<file path="config.mk">
export PLATFORM = sky130hd
export DESIGN_NAME = wb_bus_bridge_flat
export DESIGN_NICKNAME = d
export VERILOG_FILES = /design/src/rtl/wb_bus_bridge_if.sv /design/src/rtl/wb_bus_bridge.sv /design/src/flat_wrapper.sv
export SDC_FILE = /design/constraint.sdc
export NUM_CORES = 1
export LEC_CHECK = 0
export ABC_CLOCK_PERIOD_IN_PS = 1950
export CAP_MARGIN = 15
export CORE_MARGIN = 4
export CORE_UTILIZATION = 36
export DETAILED_ROUTE_END_ITERATION = 10
export PLACE_DENSITY = 0.76
export SETUP_SLACK_MARGIN = 0.4
export SLEW_MARGIN = 20
export SYNTH_ARGS = -nofsm -noshare
export SYNTH_HDL_FRONTEND = slang
export SYNTH_SLANG_ARGS = --single-unit
</file>
<file path="constraint.sdc">
create_clock -name clk -period 1.95 [get_ports clk]
set_clock_uncertainty 0.05 [all_clocks]
set_input_delay 0.39 -clock clk [delete_from_list [all_inputs] [get_ports clk]]
set_output_delay 0.39 -clock clk [all_outputs]
set_load 0.05 [all_outputs]
</file>
<file path="src/rtl/wb_bus_bridge_if.sv">
// wb_bus_bridge_if
//   Groups the memcontrol request side and the Wishbone classic-cycle side
//   of wb_bus_bridge into one bundle.
//   Request side : read_req, write_req, addr_in, wdata_in, sel_in  (to bridge)
//                  rdata_out, busy, done, err                      (from bridge)
//   Wishbone side: wb_cyc_o, wb_stb_o, wb_we_o, wb_adr_o, wb_dat_o,
//                  wb_sel_o                                        (from bridge)
//                  wb_dat_i, wb_ack_i                              (to bridge)
//   modport master : the bridge's view (it is the Wishbone master)
//   modport slave  : the surrounding environment's view (requester + slave)
interface wb_bus_bridge_if;
   logic        read_req;
   logic        write_req;
   logic [31:0] addr_in;
   logic [31:0] wdata_in;
   logic [3:0]  sel_in;
   logic [31:0] rdata_out;
   logic        busy;
   logic        done;
   logic        err;
   logic        wb_cyc_o;
   logic        wb_stb_o;
   logic        wb_we_o;
   logic [31:0] wb_adr_o;
   logic [31:0] wb_dat_o;
   logic [3:0]  wb_sel_o;
   logic [31:0] wb_dat_i;
   logic        wb_ack_i;

   modport master (
      input  read_req, write_req, addr_in, wdata_in, sel_in, wb_dat_i, wb_ack_i,
      output rdata_out, busy, done, err,
             wb_cyc_o, wb_stb_o, wb_we_o, wb_adr_o, wb_dat_o, wb_sel_o
   );

   modport slave (
      output read_req, write_req, addr_in, wdata_in, sel_in, wb_dat_i, wb_ack_i,
      input  rdata_out, busy, done, err,
             wb_cyc_o, wb_stb_o, wb_we_o, wb_adr_o, wb_dat_o, wb_sel_o
   );
endinterface

</file>
<file path="src/rtl/wb_bus_bridge.sv">
// wb_bus_bridge
//   Turns memcontrol's single-word read/write requests into Wishbone
//   classic-cycle transactions, one outstanding at a time, with a timeout
//   against a slave that never acknowledges.
//   clk  : system clock, rising edge
//   rst  : synchronous, active-high reset
//   bus  : wb_bus_bridge_if.master (request side + Wishbone master side)
//   All outputs are registered. busy is high only in BUS; done (and err on
//   timeout) pulse for the single DONE cycle that follows.
module wb_bus_bridge #(
   parameter int unsigned TIMEOUT_CYCLES = 16
) (
   input  logic            clk,
   input  logic            rst,
   wb_bus_bridge_if.master bus
);

   localparam int unsigned CNT_W = $clog2(TIMEOUT_CYCLES) + 1;
   localparam logic [CNT_W-1:0] CNT_LAST = CNT_W'(TIMEOUT_CYCLES - 1);

   typedef enum logic [1:0] {
      IDLE = 2'd0,
      BUS  = 2'd1,
      DONE = 2'd2
   } state_t;

   state_t           state;
   state_t           state_nxt;
   logic [CNT_W-1:0] cnt;
   logic             req;
   logic             ack_hit;
   logic             tmo_hit;

   assign req     = bus.read_req | bus.write_req;
   assign ack_hit = (state == BUS) && bus.wb_ack_i;
   // ack on the final allowed cycle wins over the timeout
   assign tmo_hit = (state == BUS) && !bus.wb_ack_i && (cnt == CNT_LAST);

   always_ff @(posedge clk) begin
      if (rst) state <= IDLE;
      else     state <= state_nxt;
   end

   always_comb begin
      state_nxt = IDLE;
      case (state)
         IDLE:    state_nxt = req ? BUS : IDLE;
         BUS:     state_nxt = (ack_hit || tmo_hit) ? DONE : BUS;
         DONE:    state_nxt = IDLE;
         default: state_nxt = IDLE;
      endcase
   end

   always_ff @(posedge clk) begin
      if (rst) begin
         cnt           <= '0;
         bus.rdata_out <= '0;
         bus.busy      <= 1'b0;
         bus.done      <= 1'b0;
         bus.err       <= 1'b0;
         bus.wb_cyc_o  <= 1'b0;
         bus.wb_stb_o  <= 1'b0;
         bus.wb_we_o   <= 1'b0;
         bus.wb_adr_o  <= '0;
         bus.wb_dat_o  <= '0;
         bus.wb_sel_o  <= '0;
      end else begin
         case (state)
            IDLE: begin
               bus.done <= 1'b0;
               bus.err  <= 1'b0;
               if (req) begin
                  bus.wb_adr_o <= bus.addr_in;
                  bus.wb_dat_o <= bus.wdata_in;
                  // an all-zero byte enable means a full-word access
                  bus.wb_sel_o <= (bus.sel_in == '0) ? '1 : bus.sel_in;
                  // read wins when both requests are raised together
                  bus.wb_we_o  <= bus.write_req & ~bus.read_req;
                  bus.wb_cyc_o <= 1'b1;
                  bus.wb_stb_o <= 1'b1;
                  bus.busy     <= 1'b1;
                  cnt          <= '0;
               end
            end
            BUS: begin
               if (ack_hit) begin
                  bus.wb_cyc_o <= 1'b0;
                  bus.wb_stb_o <= 1'b0;
                  bus.busy     <= 1'b0;
                  bus.done     <= 1'b1;
                  if (!bus.wb_we_o) bus.rdata_out <= bus.wb_dat_i;
               end else if (tmo_hit) begin
                  bus.wb_cyc_o <= 1'b0;
                  bus.wb_stb_o <= 1'b0;
                  bus.busy     <= 1'b0;
                  bus.done     <= 1'b1;
                  bus.err      <= 1'b1;
                  if (!bus.wb_we_o) bus.rdata_out <= '0;
               end else begin
                  cnt <= cnt + CNT_W'(1);
               end
            end
            DONE: begin
               bus.done <= 1'b0;
               bus.err  <= 1'b0;
            end
            default: begin
               bus.wb_cyc_o <= 1'b0;
               bus.wb_stb_o <= 1'b0;
               bus.busy     <= 1'b0;
               bus.done     <= 1'b0;
               bus.err      <= 1'b0;
            end
         endcase
      end
   end

endmodule

</file>
<file path="src/flat_wrapper.sv">
// flat-port wrapper written by rule: the top's interface ports become plain ports
module wb_bus_bridge_flat 
#(
   parameter int unsigned TIMEOUT_CYCLES = 16
)
  (clk, rst, bus_read_req, bus_write_req, bus_addr_in, bus_wdata_in, bus_sel_in, bus_wb_dat_i, bus_wb_ack_i, bus_rdata_out, bus_busy, bus_done, bus_err, bus_wb_cyc_o, bus_wb_stb_o, bus_wb_we_o, bus_wb_adr_o, bus_wb_dat_o, bus_wb_sel_o);
  wb_bus_bridge_if bus_i ();
  input  logic clk;
  input  logic rst;
  input wire logic [$bits(bus_i.read_req)-1:0] bus_read_req;
  input wire logic [$bits(bus_i.write_req)-1:0] bus_write_req;
  input wire logic [$bits(bus_i.addr_in)-1:0] bus_addr_in;
  input wire logic [$bits(bus_i.wdata_in)-1:0] bus_wdata_in;
  input wire logic [$bits(bus_i.sel_in)-1:0] bus_sel_in;
  input wire logic [$bits(bus_i.wb_dat_i)-1:0] bus_wb_dat_i;
  input wire logic [$bits(bus_i.wb_ack_i)-1:0] bus_wb_ack_i;
  output wire logic [$bits(bus_i.rdata_out)-1:0] bus_rdata_out;
  output wire logic [$bits(bus_i.busy)-1:0] bus_busy;
  output wire logic [$bits(bus_i.done)-1:0] bus_done;
  output wire logic [$bits(bus_i.err)-1:0] bus_err;
  output wire logic [$bits(bus_i.wb_cyc_o)-1:0] bus_wb_cyc_o;
  output wire logic [$bits(bus_i.wb_stb_o)-1:0] bus_wb_stb_o;
  output wire logic [$bits(bus_i.wb_we_o)-1:0] bus_wb_we_o;
  output wire logic [$bits(bus_i.wb_adr_o)-1:0] bus_wb_adr_o;
  output wire logic [$bits(bus_i.wb_dat_o)-1:0] bus_wb_dat_o;
  output wire logic [$bits(bus_i.wb_sel_o)-1:0] bus_wb_sel_o;
  assign bus_i.read_req = bus_read_req;
  assign bus_i.write_req = bus_write_req;
  assign bus_i.addr_in = bus_addr_in;
  assign bus_i.wdata_in = bus_wdata_in;
  assign bus_i.sel_in = bus_sel_in;
  assign bus_i.wb_dat_i = bus_wb_dat_i;
  assign bus_i.wb_ack_i = bus_wb_ack_i;
  assign bus_rdata_out = bus_i.rdata_out;
  assign bus_busy = bus_i.busy;
  assign bus_done = bus_i.done;
  assign bus_err = bus_i.err;
  assign bus_wb_cyc_o = bus_i.wb_cyc_o;
  assign bus_wb_stb_o = bus_i.wb_stb_o;
  assign bus_wb_we_o = bus_i.wb_we_o;
  assign bus_wb_adr_o = bus_i.wb_adr_o;
  assign bus_wb_dat_o = bus_i.wb_dat_o;
  assign bus_wb_sel_o = bus_i.wb_sel_o;
  wb_bus_bridge #(.TIMEOUT_CYCLES(TIMEOUT_CYCLES)) u_core (.clk(clk), .rst(rst), .bus(bus_i));
endmodule
</file>
Yosys cells after proc, flatten, opt, wreduce, memory -nomap -nowiden
Index checks and enable logic that the tools add are counted.
{ "word_totals": {"ff_bits": 111, "out_inout_bits": 106, "elab_cells": 58, "in_bits": 105} }
{ "op_classes": {"n_eq_ne": 7, "addsub": 1, "bitwise": 7, "mux": 18, "reduce_logical": 15} }
{ "op_table": {"columns": ["cell", "n"], "rows": [
  ["32-bit 2-to-1 mux", 4],
  ["5-bit 2-to-1 mux", 3],
  ["5-bit one-hot mux with 2 select lines", 1],
  ["1-bit 2-to-1 mux", 6],
  ["3-bit AND reduction", 2],
  ["5-bit by 1-bit adder with 5-bit output (second input constant)", 1],
  ["5-bit by 4-bit == test with 1-bit output (second input constant)", 1],
  ["1-bit inverter", 5],
  ["4-bit logical NOT", 1],
  ["4-bit 2-to-1 mux", 1],
  ["2-bit != test (second input constant)", 2],
  ["2-bit one-hot mux with 2 select lines", 1],
  ["2-bit AND reduction", 2],
  ["4-bit AND reduction", 1],
  ["2-bit nonzero test", 2],
  ["1-bit logical AND", 3],
  ["3-bit by 1-bit != test with 1-bit output (second input constant)", 1],
  ["1-bit one-hot mux with 3 select lines", 1],
  ["2-bit by 1-bit == test with 1-bit output (second input constant)", 1],
  ["2-bit == test (second input constant)", 1],
  ["2-bit logical NOT", 1],
  ["2-bit 2-to-1 mux", 1],
  ["2-bit by 1-bit != test with 1-bit output (second input constant)", 1],
  ["2-bit OR reduction", 1],
  ["other kinds (4)", 4]
]} }

Longest topological paths before layout
Gate-level depths: netlist of run 1.
{ "logic_depth": {"word_depth": 6, "depth_mapped": 8, "depth_no_buf": 6} }

Worst setup path before layout of run 1
No wires, ideal clock.
{ "synth_timing": {"path_type": "register -> register", "start": "register u_core.cnt[0]", "end": "register u_core.cnt[2]", "t_required_ns": 1.830, "stages_incl_launch_ff": 8, "arrival_ns": 1.955, "setup_time_ns": 0.070, "period_less_slack_ns": 2.075, "path_buffers": 1, "setup_slack_ns": -0.125, "path_cell_list": "dfxtp_1 -> ha_1 -> and3_1 -> ha_1 -> or4b_1 -> buf_2 -> or3_1 -> a21oi_1"} }
{ "synth_via": {"elab_chain_cells": 4, "word_cells_on_any_way": 8, "classes_between": "add/sub: 1; eq/ne: 2; mux: 3; reduce/logical: 2"} }
{ "synth_rtl": {"columns": ["item", "line_no", "source"], "rows": [
  ["start: declaration", "wb_bus_bridge.sv:29", "logic [CNT_W-1:0] cnt;"],
  ["start signal: assignment", "wb_bus_bridge.sv:100", "cnt <= cnt + CNT_W'(1);"],
  ["5-bit by 1-bit adder with 5-bit output / 5-bit by 4-bit == test with 1-bit output (equally long branches)", "wb_bus_bridge.sv:100, wb_bus_bridge.sv:37", null],
  ["5-bit 2-to-1 mux / 1-bit logical AND (equally long branches)", "wb_bus_bridge.sv:92, wb_bus_bridge.sv:37", null],
  ["5-bit 2-to-1 mux / 2-bit != test (equally long branches)", null, null],
  ["5-bit one-hot mux with 2 select lines / 4-bit AND reduction (equally long branches)", null, null]
]} }
Several ways; a longest one is shown, not always the timed one. The select of a mux whose other input is x is not followed.
A chain may end at the register's enable or synchronous reset.

Worst setup path in the final report of run 1
Ends and elaborated chain as after synthesis.

==> results.txt, run 1 <==
The flow ran to the end, and the final reports show no timing, DRC or antenna violations. The number of buffers added by the clock tree synthesis step came out at 9. The number of endpoints failing setup at the final stage is 0. Clock latency on the worst-skew pair, taken at its later pin, is 0.35 ns. Of the total synthesized cell area, the portion taken by AND, OR, NAND and NOR gates is 0.170. The initial antenna violation count is 0.

The flip-flop and latch count after synthesis came out at 111. The number of nets in the synthesized netlist is 615. The delay contributed by the slowest stage of the critical path is 0.51 ns. The net count reported at finish came out at 813. The layout cell share with drive strength beyond 1 came out at 0.250.

Yosys attributes the largest share of cell area to dfxtp_1 (52%), a21oi_1 (8.6%), nand3_1 (7.6%). The most frequent cell on the critical path is ha_4. The fraction of met2 tracks used by global routing came out at 0.347. Summing internal, switching and leakage power gives 5970 uW.

Based on the critical path, the design can be clocked at up to 524 MHz. The start-to-end type of the worst setup path is flop to flop. The number of pins exceeding their max-slew limit in the final report came out at 0. The final design instance area without fill is 7210 um2. The area taken by flip-flops and latches came out at 2230 um2. The slack of the critical path came out at 0.0398 ns.

The aggregate routed wire length came out at 14500 um. In this run the vertical extent of the chip is 117 um. The die boundary width is 117 um. The number of synthesis warnings is 0.

The transition time at the pin with the least slew margin is 0.655 ns. The clock drives 111 sinks. The largest fanout on the critical path came out at 5. After synthesis the cells add up to 4280 um2. Setup repair after global routing could not meet its margin everywhere. The routed via count came out at 4531. The CTS tree is built. The total area of multi-input combinational cells is 1980 um2. The count of cell types in the netlist came out at 28. For met3 alone, demand over resource in global routing was 0.0715. The core occupancy in the finished layout came out at 0.626. For the worst setup path, the data arrival time is 2.15 ns. The number of cells in the design after placement came out at 826. The number of instances in the synthesized netlist is 508. For this run, the detailed router's first-pass iteration total came to 5. The global routing usage summed across all routing layers is 0.201. The placement row count is 39. The initial core utilization is 0.372. The power density over the cells came out at 828 nW/um2.

The antenna diode count is 0. The full die area came out at 13700 um2. Once layout is complete, the cells apart from fillers number 854.

The maximum buffer depth of the clock tree came out at 2. The H-tree generated during clock tree synthesis spans 3 levels. The number of design-rule violations left by the first detailed-router iteration is 285. The worst setup path is captured at a flop.

The share of the Yosys chip area taken by registers is 0.519. The number of top-level pins came out at 211. The slowest stage of the critical path belongs to the cell or4b_4. The final weighted congestion of routability-driven global placement is 0.770. The multiplexer share of the synthesized area is 0.0748. Traced cell by cell, the critical path runs through ha_4 > and3_4 > ha_4 > or4b_4 > or3_4 > a21oi_2. The filler cell count came out at 958. The growth of design area from synthesis to finish is 68.2%. The met1 layer usage reported by global route is 0.232. The area of the core is 11500 um2. The first global-routing pass estimated 21600 um of wire. The synthesized-area fraction occupied by ao, oa, aoi and oai cells was 0.178. Of the available clock period, the critical path in the final layout requires 0.980. The remaining antenna violation count after routing is 0.

The placement-stage worst setup slack came out at -0.0706 ns. The static leakage came out at 0.00283 uW. The hold violation count in the final report is 0.

The sum of overflow across all layers after global routing came out at 0. The minimum clock period is 1.91 ns. The tree is rooted in a clkbuf_16. Counting both buffers and inverters, the worst setup path holds a total of 0.

The largest voltage drop on the vdd net is 0.461 mV. The port buffer count came out at 210. The most heavily used metal layer in global routing is met2. The remaining routing DRC violations is 0. Grouping stages by cell kind, the critical path spends the most delay in simple AND/OR/NAND/NOR gates. Of the total synthesized cell area, the portion taken by XOR and XNOR cells is 0. The fraction of post-synthesis cell area in the top cell type by area is 0.519. The via count of the first global-routing pass was 4294. The per-instance average area after synthesis is 8.43 um2.

After synthesis, the largest family of logic cells by area is compound AO/OA/AOI/OAI gates. The adder-cell share of the synthesized area came out at 0.00584. The cell type with the largest total area after synthesis is dfxtp_1.

The worst setup path is launched from a flop. Entering global routing, the biggest net connects 77 pins. The worst endpoint required time came out at 2.19 ns. The area of placed instances is 6540 um2. The number of maximum-capacitance violations is 0. The HPWL reported at the end of detailed placement is 9600 um. The per-cell routed wire length is 17.0 um.

The number of vias per cell is 5.31. After clock tree synthesis, the clock-pin slew on the worst setup and hold paths is 0.07 ns. In this run the worst hold path is classified as flop to flop. The worst pin sits at a relative slew slack of 0.563.
-- cell usage after synthesis --
cell,n
dfxtp_1,111
a21oi_1,74
nand2_1,67
nand3_1,65
o21ai_0,59
clkbuf_1,45
mux2i_1,32
nor3_1,9
o21ai_1,9
buf_2,5
nor4_1,5
inv_1,3
nor2_1,3
or3_1,3
buf_4,2
ha_1,2
o2111ai_1,2
o31ai_1,2
a211oi_1,1
a41o_1,1
and3_1,1
buf_1,1
inv_2,1
nand2b_1,1
nor4bb_1,1
or2_1,1
or2_2,1
or4b_1,1
-- cells in the final DEF (no fill, tap or decap), types with 3 or more instances in the layout --
master / count
dfxtp_1: 107
clkdlybuf4s50_1: 103
a21oi_1: 71
clkdlybuf4s15_2: 71
nand2_1: 67
nand3_1: 65
o21ai_0: 58
buf_4: 45
mux2i_1: 29
o21ai_1: 10
clkbuf_16: 9
nor3_1: 8
buf_12: 7
nor4_1: 4
dfxtp_2: 4
inv_1: 3
a21oi_2: 3
mux2i_2: 3
buf_16: 3
buf_2: 3
clkdlybuf4s18_2: 3
buf_6: 3
-- metal layers --
layer  wire length (um)  up-vias
li1                   -     2172
met1               5670     2154
met2               7160      188
met3               1420       17
met4                244        0
met5                  0        -
-- logic make-up after synthesis --
kind of cell / after synthesis
buf+inv: 57
mux: 32
simple gates: 158
fa+ha+maj: 2
compound gates: 148
flops: 111
-- final timing paths --
kind | slack, ns | endpoint | cells after the start | start
min | 0.41 | u_core.bus.rdata_out[0]$_SDFFE_PP0P_ | 2 | u_core.bus.rdata_out[0]$_SDFFE_PP0P_
min reg2reg | 0.41 | u_core.bus.rdata_out[0]$_SDFFE_PP0P_ | 2 | u_core.bus.rdata_out[0]$_SDFFE_PP0P_
max reg2reg | 0.04 | u_core.cnt[2]$_SDFFE_PP0P_ | 6 | u_core.cnt[0]$_SDFFE_PP0P_
max | 0.04 | u_core.cnt[2]$_SDFFE_PP0P_ | 6 | u_core.cnt[0]$_SDFFE_PP0P_
-- per-stage QoR --
stage | TNS, ns | hold slack (ns)
floorplan | -0.0149 | 0.384
finish | 0 | 0.409
global route | 0 | 0.436
CTS | 0 | 0.415
global placement | -0.109 | 0.393
detailed placement | -1.34 | 0.405
-- timing repair --
item,4_1_cts,5_1_grt
gates cloned,3,1
setup endpoints to repair,160,77
buffers inserted,4,4
pin swaps,2,2
resized for setup,240,24
hold buffers,0,0
-- power breakdown --
part,internal (uW),leakage [uW],switching [uW],total [uW]
logic,582,0.00176,913,1500
registers,2400,0.000910,75.8,2480
clock network,1200,0.000160,802,2000
-- sequential cells by signal, indices dropped and copies added (netlist names) --
register and count:
u_core.bus.rdata_out 32, u_core.bus.wb_sel_o 4, u_core.state 2, u_core.bus.wb_dat_o 32, u_core.bus.wb_adr_o 32, u_core.bus.wb_stb_o 1, u_core.bus.done 1, u_core.bus.wb_we_o 1
u_core.cnt 5, u_core.bus.err 1
-- cell type report --
type	count	share of cell area
clock buffers	13	0.0361
well taps	143	0.0248
flip-flops and latches	111	0.309
inverters	4	0.00208
repair buffers	239	0.343
multi-input cells	341	0.275
clock inverters	3	0.00903
-- worst register-to-register path: cells and delay by family, from the launching register on --
kind | cells | cell delay [ns]
and+or+nand+nor | 3 | 1.03
AOI/OAI and AO/OA | 1 | 0.11
DFF | 1 | 0.34
adders and majority gates | 2 | 0.32
(Power assumes the default switching activity.)
==> run 2: changes to the inputs <==
ABC_CLOCK_PERIOD_IN_PS = 1580   (was 1950)
clock period = 1.58 ns   (was 1.95 ns; I/O delays follow)
==> run 2 against run 1 <==
The flow now stops in 5_1_grt. Synthesized cell count stayed put. Synthesized area stayed put.
==> results.txt, run 2 <==
The run stopped with a tool error. It got as far as 5_1_grt and failed there. The first error in the log reads "[ERROR GRT-0232] Routing congestion too high. Check the congestion heatmap in the GUI". The sum of overflow across all layers after global routing came out at 170.

The synthesized design spends more area on one cell type than any other, namely dfxtp_1. In the synthesized netlist, the cells that appear most often are dfxtp_1 (111), a21oi_1 (74), nand2_1 (67). The buffer type at the clock tree root is clkbuf_16. By instance count, the leading cell after synthesis is dfxtp_1.

The global routing usage summed across all routing layers came out at 0.740. The HPWL reported at the end of detailed placement came to 10600 um (+10%). The final weighted congestion of routability-driven global placement was 0.833 (+8.2%). The mapped cell area came out at 4280 um2 (unchanged). The most used flip-flop cell after synthesis is dfxtp_1. The maximum level of the CTS H-tree was 3 (unchanged).

The number of hold buffers added after CTS is 0 (unchanged). The fraction of post-synthesis cell area in the top cell type by area came out at 0.519 (unchanged). The flip-flop and latch count after synthesis is 111 (unchanged). The count of cell types in the netlist came out at 28 (unchanged). The placement row count came out at 39 (unchanged). The sequential fraction of the synthesis area is 0.519 (unchanged). After the last repair the worst path ends at a register data pin. The port buffer count is 210 (unchanged).

The die span in y is 117 um (unchanged). The number of top-level pins came to 211 (unchanged). The initial core utilization is 0.372 (unchanged). The async set-reset flop share out of synthesis came to 0 (unchanged). The initial antenna violation count is 3. Ranked by total cell area, the synthesized netlist is headed by dfxtp_1 (52%), a21oi_1 (8.6%), nand3_1 (7.6%). The number of buffers added by the clock tree synthesis step is 9 (unchanged). The number of clock sinks came to 111 (unchanged).

The maximum buffer depth of the clock tree is 2 (unchanged). The number of synthesis warnings came out at 0 (unchanged). The maximum number of pins on one net before global-route repair came out at 43. In the global-route stage, repair_timing last flagged the worst endpoint as u_core.cnt[2]$_SDFFE_PP0P_/D. The placement-stage worst setup slack came out at -0.435 ns (-0.364 ns). The net count after synthesis is 615 (unchanged). The number of instances in the synthesized netlist came to 508 (unchanged). The number of enable-type register cells in the synthesized netlist came to 0 (unchanged).

The per-instance average area after synthesis came out at 8.43 um2 (unchanged). The die boundary width is 117 um (unchanged).
run 2: cell counts after synthesis:
No cell type changed its count.
run 2: metal layers:
layer	GRT usage	GRT overflow
met1	0.724	0
met2	0.931	91
met3	0.537	1
met4	0.845	78
met5	0.0111	0
run 2: per-stage QoR:
step                setup TNS [ns]  area (um2)  instances   util
floorplan                    -6.64        4550        508      -
CTS                         -11.31       10300        953  0.891
detailed placement          -19.57        7890        838  0.685
global placement            -16.15        7890        838  0.685
run 2: cell families after synthesis:
logic type | after synthesis | share of synthesized area
buf+inv | 57 | 0.0531
simple gates | 158 | 0.170
flops | 111 | 0.519
mux | 32 | 0.0748
fa+ha+maj | 2 | 0.00584
compound gates | 148 | 0.178
run 2: what timing repair did:
action	CTS
gates resized for setup	298
endpoints found under the setup margin	217
cloned	26
setup buffers	73
pin swaps	100
==> run 3: changes to the inputs <==
ABC_CLOCK_PERIOD_IN_PS = 2100   (was 1580)
CORE_UTILIZATION = 28   (was 36)
PLACE_DENSITY = not set   (was 0.76)
PLACE_DENSITY_LB_ADDON = 0.15   (was not set)
SETUP_SLACK_MARGIN = not set   (was 0.4)
clock period = 2.1 ns   (was 1.58 ns; I/O delays follow)
==> run 3 against run 2 <==
The run now ends clean.
==> results.txt, run 3 (synthesis gave the netlist of run 1 again) <==
The via count of the first global-routing pass came to 4352. The number of pins exceeding their max-slew limit in the final report was 0. The maximum level of the CTS H-tree came out at 3 (unchanged). After detailed routing, the total wire length is 13900 um. The power density over the cells is 792 nW/um2.

For flop-to-flop paths, the worst setup slack is 0.09 ns. Setup violations remaining at the end of the flow were counted as 0. The hold violation count in the final report came out at 0. The number of top-level pins was 211 (unchanged). The worst hold slack after final layout is 0.344 ns. The largest registers in the layout are u_core.bus.rdata_out x32, u_core.bus.wb_adr_o x32, u_core.bus.wb_dat_o x32. Setup repair after global routing left no endpoint under its margin. The worst hold path begins at rst.

The port buffer count came to 210 (unchanged). The library cell used most frequently in the layout, excluding fill and tap cells, is clkdlybuf4s50_1. The transition time at the pin with the least slew margin came out at 0.745 ns. The sum of overflow across all layers after global routing is 0. The critical path is of the flop to flop type.

Dividing the detail-routed wire length by the instance count gives 15.7 um. The placement row count is 44 (+13%). Across the VDD grid, the largest voltage drop is 0.450 mV. The initial antenna violation count is 0. The die boundary width is 132 um (+12%). In this run the worst hold path is classified as primary input to flop.

The startpoint of the worst register-to-register path is u_core.cnt[0]$_SDFFE_PP0P_. The worst setup path is captured at a flop. In this run the static leakage power is 0.00272 uW.

The minimum clock period is 2.01 ns. The sum of negative setup slack is 0 ns. The fmax is 499 MHz. The initial core utilization is 0.290 (-0.0816). The worst hold path terminates at u_core.state[1]$_SDFF_PP0_. The worst endpoint required time is 2.34 ns.

The net count reported at finish is 805. The area of the core is 14800 um2. Across all layers, the routed design uses 4263 vias. The kind of start point of the critical path is a flop. TritonCTS built the clock tree.

The HPWL reported at the end of detailed placement came out at 9620 um (-9.2%). The number of maximum-capacitance violations is 0. Once detail routing completed, the nets flagged for antenna violations numbered 0. In the finished design, the share of the clock period the worst path needs comes to 0.955. The number of buffers added by the clock tree synthesis step is 9 (unchanged). The die span in y is 132 um (+12%). The number of antenna diodes in the final layout is 0. The number of clock sinks came out at 111 (unchanged). The maximum buffer depth of the clock tree is 2 (unchanged). The worst reg2reg path endpoint is u_core.cnt[3]$_SDFFE_PP0P_. The worst hold path depth came out at 2. The maximum number of pins on one net before global-route repair is 74. The full die area came out at 17300 um2.

The final weighted congestion of routability-driven global placement came to 0.755 (-9.5%). The remaining max-slew budget at the tightest pin is 0.503. In the layout the commonest cells are clkdlybuf4s50_1 (203), dfxtp_1 (111), a21oi_1 (74).

The arrival time of data at the critical path endpoint came out at 2.24 ns. The number of vias per cell came out at 4.81. The run finished with clean final reports. In the routed design, unresolved DRC markers number 0. The filler cell count came out at 1403. The buffer type at the clock tree root is clkbuf_16. The final design instance area without fill is 7030 um2. The area taken by flip-flops and latches is 2220 um2.

The global routing usage summed across all routing layers came out at 0.159. The later-pin clock latency in the skew report is 0.35 ns. The area of placed instances is 6660 um2 (-16%). The growth of design area from synthesis to finish came out at 64.2%. The total area of multi-input combinational cells is 1880 um2.

The number of cells on the worst reg-to-reg path is 6. The largest fanout on the critical path came out at 4. In this run, the number of DRC markers left after iteration 0 of detailed routing was 235. The number of hold buffers added after CTS is 0 (unchanged). The layout cell share with drive strength beyond 1 is 0.0725. The clock slew seen by the registers of the worst setup and hold paths is 0.08 ns. The global-route wire length before repair came out at 22600 um. The iteration count of the initial detailed-routing pass came out at 6.
==> run 3: through the flow <==
stage,power [uW],instances,util,setup WS (ns)
floorplan,3110,508,-,0.0251
global route,5820,887,0.477,0.00229
finish,5570,887,0.477,0.0947
detailed placement,3700,870,0.451,0.00860
CTS,5650,886,0.474,0.0138
global placement,3680,870,0.451,0.0267
==> run 3: per-layer routing <==
layer  vias to the layer above  part of all wire  track usage
li1                       2152                 -            -
met1                      1966              0.44        0.191
met2                       135              0.48        0.264
met3                        10             0.069       0.0612
met4                         0             0.013       0.0443
met5                         -                 0            0
==> run 3: worst max-delay path: stages (launching register included) <==
cell and delay (ns):
dfxtp_1 0.32, ha_1 0.20, and3_1 0.19, ha_1 0.19, or4b_4 0.49, or3_1 0.36
a21oi_1 0.14
==> run 3: final cells by class <==
class,instances,area share
well taps,184,0.0327
flip-flops and latches,111,0.316
clock inverters,7,0.0155
clock buffers,9,0.0320
multi-input cells,340,0.267
inverters,4,0.00213
repair buffers,232,0.335
==> run 3: timing repair <==
item,CTS,global route
setup endpoints to repair,0,6
setup buffers,0,0
resized for setup,0,6
==> run 3: power by group <==
| group | total [uW] | switching [uW] | internal [uW] |
|---|---|---|---|
| clock network | 1920 | 844 | 1080 |
| logic | 1360 | 818 | 542 |
| registers | 2290 | 63.5 | 2230 |
| total | 5570 | 1730 | 3840 |
==> run 3: how the worst max path moves through the flow <==
| stage | from | end | slack (ns) |
|---|---|---|---|
| 2_1_floorplan | u_core.cnt[0]$_SDFFE_PP0P_ | u_core.cnt[2]$_SDFFE_PP0P_ | 0.03 |
| 3_3_place_gp | bus_wb_ack_i | u_core.cnt[3]$_SDFFE_PP0P_ | 0.03 |
| 3_5_place_dp | bus_wb_ack_i | u_core.cnt[3]$_SDFFE_PP0P_ | 0.009 |
| 4_1_cts | u_core.bus.wb_stb_o$_SDFFE_PP0P_ | bus_wb_cyc_o | 0.01 |
| 5_1_grt | u_core.cnt[1]$_SDFFE_PP0P_ | u_core.cnt[2]$_SDFFE_PP0P_ | 0.002 |
| 6_report | u_core.cnt[0]$_SDFFE_PP0P_ | u_core.cnt[3]$_SDFFE_PP0P_ | 0.09 |
==> run 4: changes to the inputs <==
CORE_MARGIN = not set   (was 4)
PLACE_DENSITY_LB_ADDON = 0.12   (was 0.15)
REMOVE_ABC_BUFFERS = 1   (was not set)
==> run 4 against run 3 <==
Sequential share of layout area grew 0.36 points. Largest cell class unchanged. Fmax shrank 1.5%. Wire length shrank 3.5%. Utilization shrank 0.51 points. Highest routed layer unchanged.
==> results.txt, run 4 (synthesis gave the netlist of run 1 again) <==
The final critical-path share of the clock period is 0.969 (+0.0142). The net count reported at finish came out at 805 (unchanged). The via count of the first global-routing pass was 4348 (-0.092%). From synthesis to final layout, the design area changed by 62.4%. The maximum number of pins on one net before global-route repair is 72 (-2.7%). The tree is rooted in a clkbuf_16. The number of design-rule violations left by the first detailed-router iteration came to 268 (+14%). The number of buffers added by the clock tree synthesis step was 9 (unchanged). The initial antenna violation count came to 0 (unchanged). The critical path is of the flop to flop type. The startpoint of the worst register-to-register path is u_core.cnt[1]$_SDFFE_PP0P_.

The clock slew seen by the registers of the worst setup and hold paths is 0.07 ns (about the same). The final weighted congestion of routability-driven global placement is 0.770 (+2.0%). Setup repair after global routing left no endpoint under its margin. The area of the core came out at 14800 um2 (unchanged). The iteration count of the initial detailed-routing pass came out at 4 (-2). The instance count on the critical path is 6 (unchanged). The worst endpoint required time is 2.33 ns (about the same). The power density over the cells was 746 nW/um2 (-5.8%). The die span in y is 126 um (-4.6%). The reg-to-reg setup timing slack is 0.06 ns (-0.03 ns). The aggregate routed wire length was 13400 um (-3.5%).

The number of buffers and inverters on the critical path came out at 0 (unchanged). The hold violation count in the final report came out at 0 (unchanged). The routed via count came to 4349 (+2.0%). The number of clock sinks came out at 111 (unchanged).

The per-cell routed wire length came to 15.1 um (-3.5%). The remaining routing DRC violations came out at 0 (unchanged). The number of endpoints failing setup at the final stage came out at 0 (unchanged). The HPWL reported at the end of detailed placement was 8910 um (-7.4%). The full die area is 15800 um2 (-8.9%). The maximum level of the CTS H-tree is 3 (unchanged). The remaining max-slew budget at the tightest pin is 0.640 (+0.137). The top cell types in the final layout, fill and taps aside, are clkdlybuf4s50_1 (208), dfxtp_1 (110), a21oi_1 (73). The layout cell share with drive strength beyond 1 is 0.0711 (-0.00142).

The largest fanout on the critical path came out at 5 (+1). The library cell used most frequently in the layout, excluding fill and tap cells, is clkdlybuf4s50_1. The post-layout instance count excluding filler cells is 887 (unchanged). The minimum clock period came to 2.04 ns (+0.0298 ns).

The startpoint of the worst setup timing path is u_core.cnt[1]$_SDFFE_PP0P_. The global-route wire length before repair is 21800 um (-3.4%). The worst reg2reg path endpoint is u_core.cnt[3]$_SDFFE_PP0P_.

The number of vias per cell is 4.90 (+2.0%). The die boundary width came out at 126 um (-4.6%). The area of placed instances came to 6680 um2 (+0.38%). The maximum buffer depth of the clock tree is 2 (unchanged). The master of the slowest instance on the critical path is or4b_4. The port buffer count came to 210 (unchanged).

The transition time at the pin with the least slew margin came out at 0.538 ns (-0.207 ns). The largest voltage drop on the vdd net came out at 0.367 mV (-18%). The number of cells in the design after placement is 871 (+0.11%). Walking the worst path, the cells encountered are ha_2 > and3_1 > ha_2 > or4b_4 > or3_4 > a21oi_2. The number of post-CTS setup repair buffers came to 0 (unchanged). Counting stages on the worst path, the most repeated cell is ha_2. The number of hold buffers added after CTS came out at 0 (unchanged). The kind of start point of the critical path is a flop. The antenna diode count is 0 (unchanged). The number of pins exceeding their max-slew limit in the final report came out at 0 (unchanged). The fmax came out at 491 MHz (-1.5%). The worst setup path is captured at a flop. The final design instance area without fill is 6960 um2 (-1.1%). The delay contributed by the slowest stage of the critical path is 0.56 ns (+0.07 ns). In this run the worst setup path terminates at u_core.cnt[3]$_SDFFE_PP0P_.

The arrival time of data at the critical path endpoint is 2.26 ns (+0.02 ns). The kind of cell with the highest combined delay along the critical path is simple AND/OR/NAND/NOR gates. The placement row count is 44 (unchanged). The global routing usage summed across all routing layers is 0.172 (+0.0133). The remaining antenna violation count after routing came out at 0 (unchanged). The number of maximum-capacitance violations came out at 0 (unchanged). The filler cell count is 1425 (+1.6%). The number of top-level pins came out at 211 (unchanged). The later-pin clock latency in the skew report came out at 0.34 ns (about the same).

The static leakage came out at 0.00264 uW (-3.0%). TritonCTS built the clock tree. The flow ran to the end, and the final reports show no timing, DRC or antenna violations. The sum of overflow across all layers after global routing is 0 (unchanged). The largest registers in the layout are u_core.bus.rdata_out x32, u_core.bus.wb_adr_o x32, u_core.bus.wb_dat_o x32. In this run the worst hold path is classified as primary input to flop.

The initial core utilization is 0.290 (unchanged). The number of cells on the worst reg-to-reg path is 6 (unchanged).
-- run 4: final cells by class --
cell class	instances	area (um2)	share of cell area
clock buffers	12	236	0.0340
clock inverters	4	22.5	0.00324
inverters	4	15.0	0.00216
multi-input cells	340	1880	0.271
flip-flops and latches	111	2220	0.320
well taps	184	230	0.0331
repair buffers	232	2350	0.337
-- run 4: where the power goes --
group | leakage [uW] | internal [uW] | switching (uW) | total, uW
Clock | 0.000126 | 801 | 742 | 1540
Sequential | 0.000909 | 2230 | 65.0 | 2290
Combinational | 0.00160 | 540 | 814 | 1350
-- run 4: worst min-delay path by stage --
| stage | from | to | cells past startpoint |
|---|---|---|---|
| CTS | rst | u_core.bus.wb_dat_o[3]$_SDFFE_PP0N_ | 2 |
| global route | rst | u_core.bus.wb_dat_o[3]$_SDFFE_PP0N_ | 2 |
| detailed placement | u_core.bus.rdata_out[30]$_SDFFE_PP0P_ | u_core.bus.rdata_out[30]$_SDFFE_PP0P_ | 2 |
| floorplan | u_core.cnt[3]$_SDFFE_PP0P_ | u_core.cnt[3]$_SDFFE_PP0P_ | 2 |
| finish | rst | u_core.bus.wb_dat_o[3]$_SDFFE_PP0N_ | 2 |
| global placement | u_core.bus.rdata_out[18]$_SDFFE_PP0P_ | u_core.bus.rdata_out[18]$_SDFFE_PP0P_ | 2 |
-- run 4: routing by layer --
metal	up-vias	wire, um	GRT usage
met2	186	5790	0.270
met3	17	1160	0.0472
met5	-	0	0
li1	2154	-	-
met1	1992	6260	0.222
met4	0	235	0.0710
-- run 4: repair_timing --
action	CTS	global route
setup endpoints to repair	1	24
endpoints found under the hold margin	0	0
pin swaps	0	2
resized for setup	1	5
-- run 4: through the flow --
stage | hold WS, ns | total power [uW] | utilization | setup WS (ns) | TNS (ns)
2_1_floorplan | 0.404 | 3060 | - | -1.19 | -99.94
3_3_place_gp | 0.394 | 3680 | 0.453 | 0.00451 | 0
3_5_place_dp | 0.403 | 3700 | 0.453 | -0.0402 | -0.0402
4_1_cts | 0.381 | 5270 | 0.471 | 0.0305 | 0
5_1_grt | 0.389 | 5440 | 0.472 | 0.0213 | 0
6_report | 0.392 | 5190 | 0.472 | 0.0649 | 0
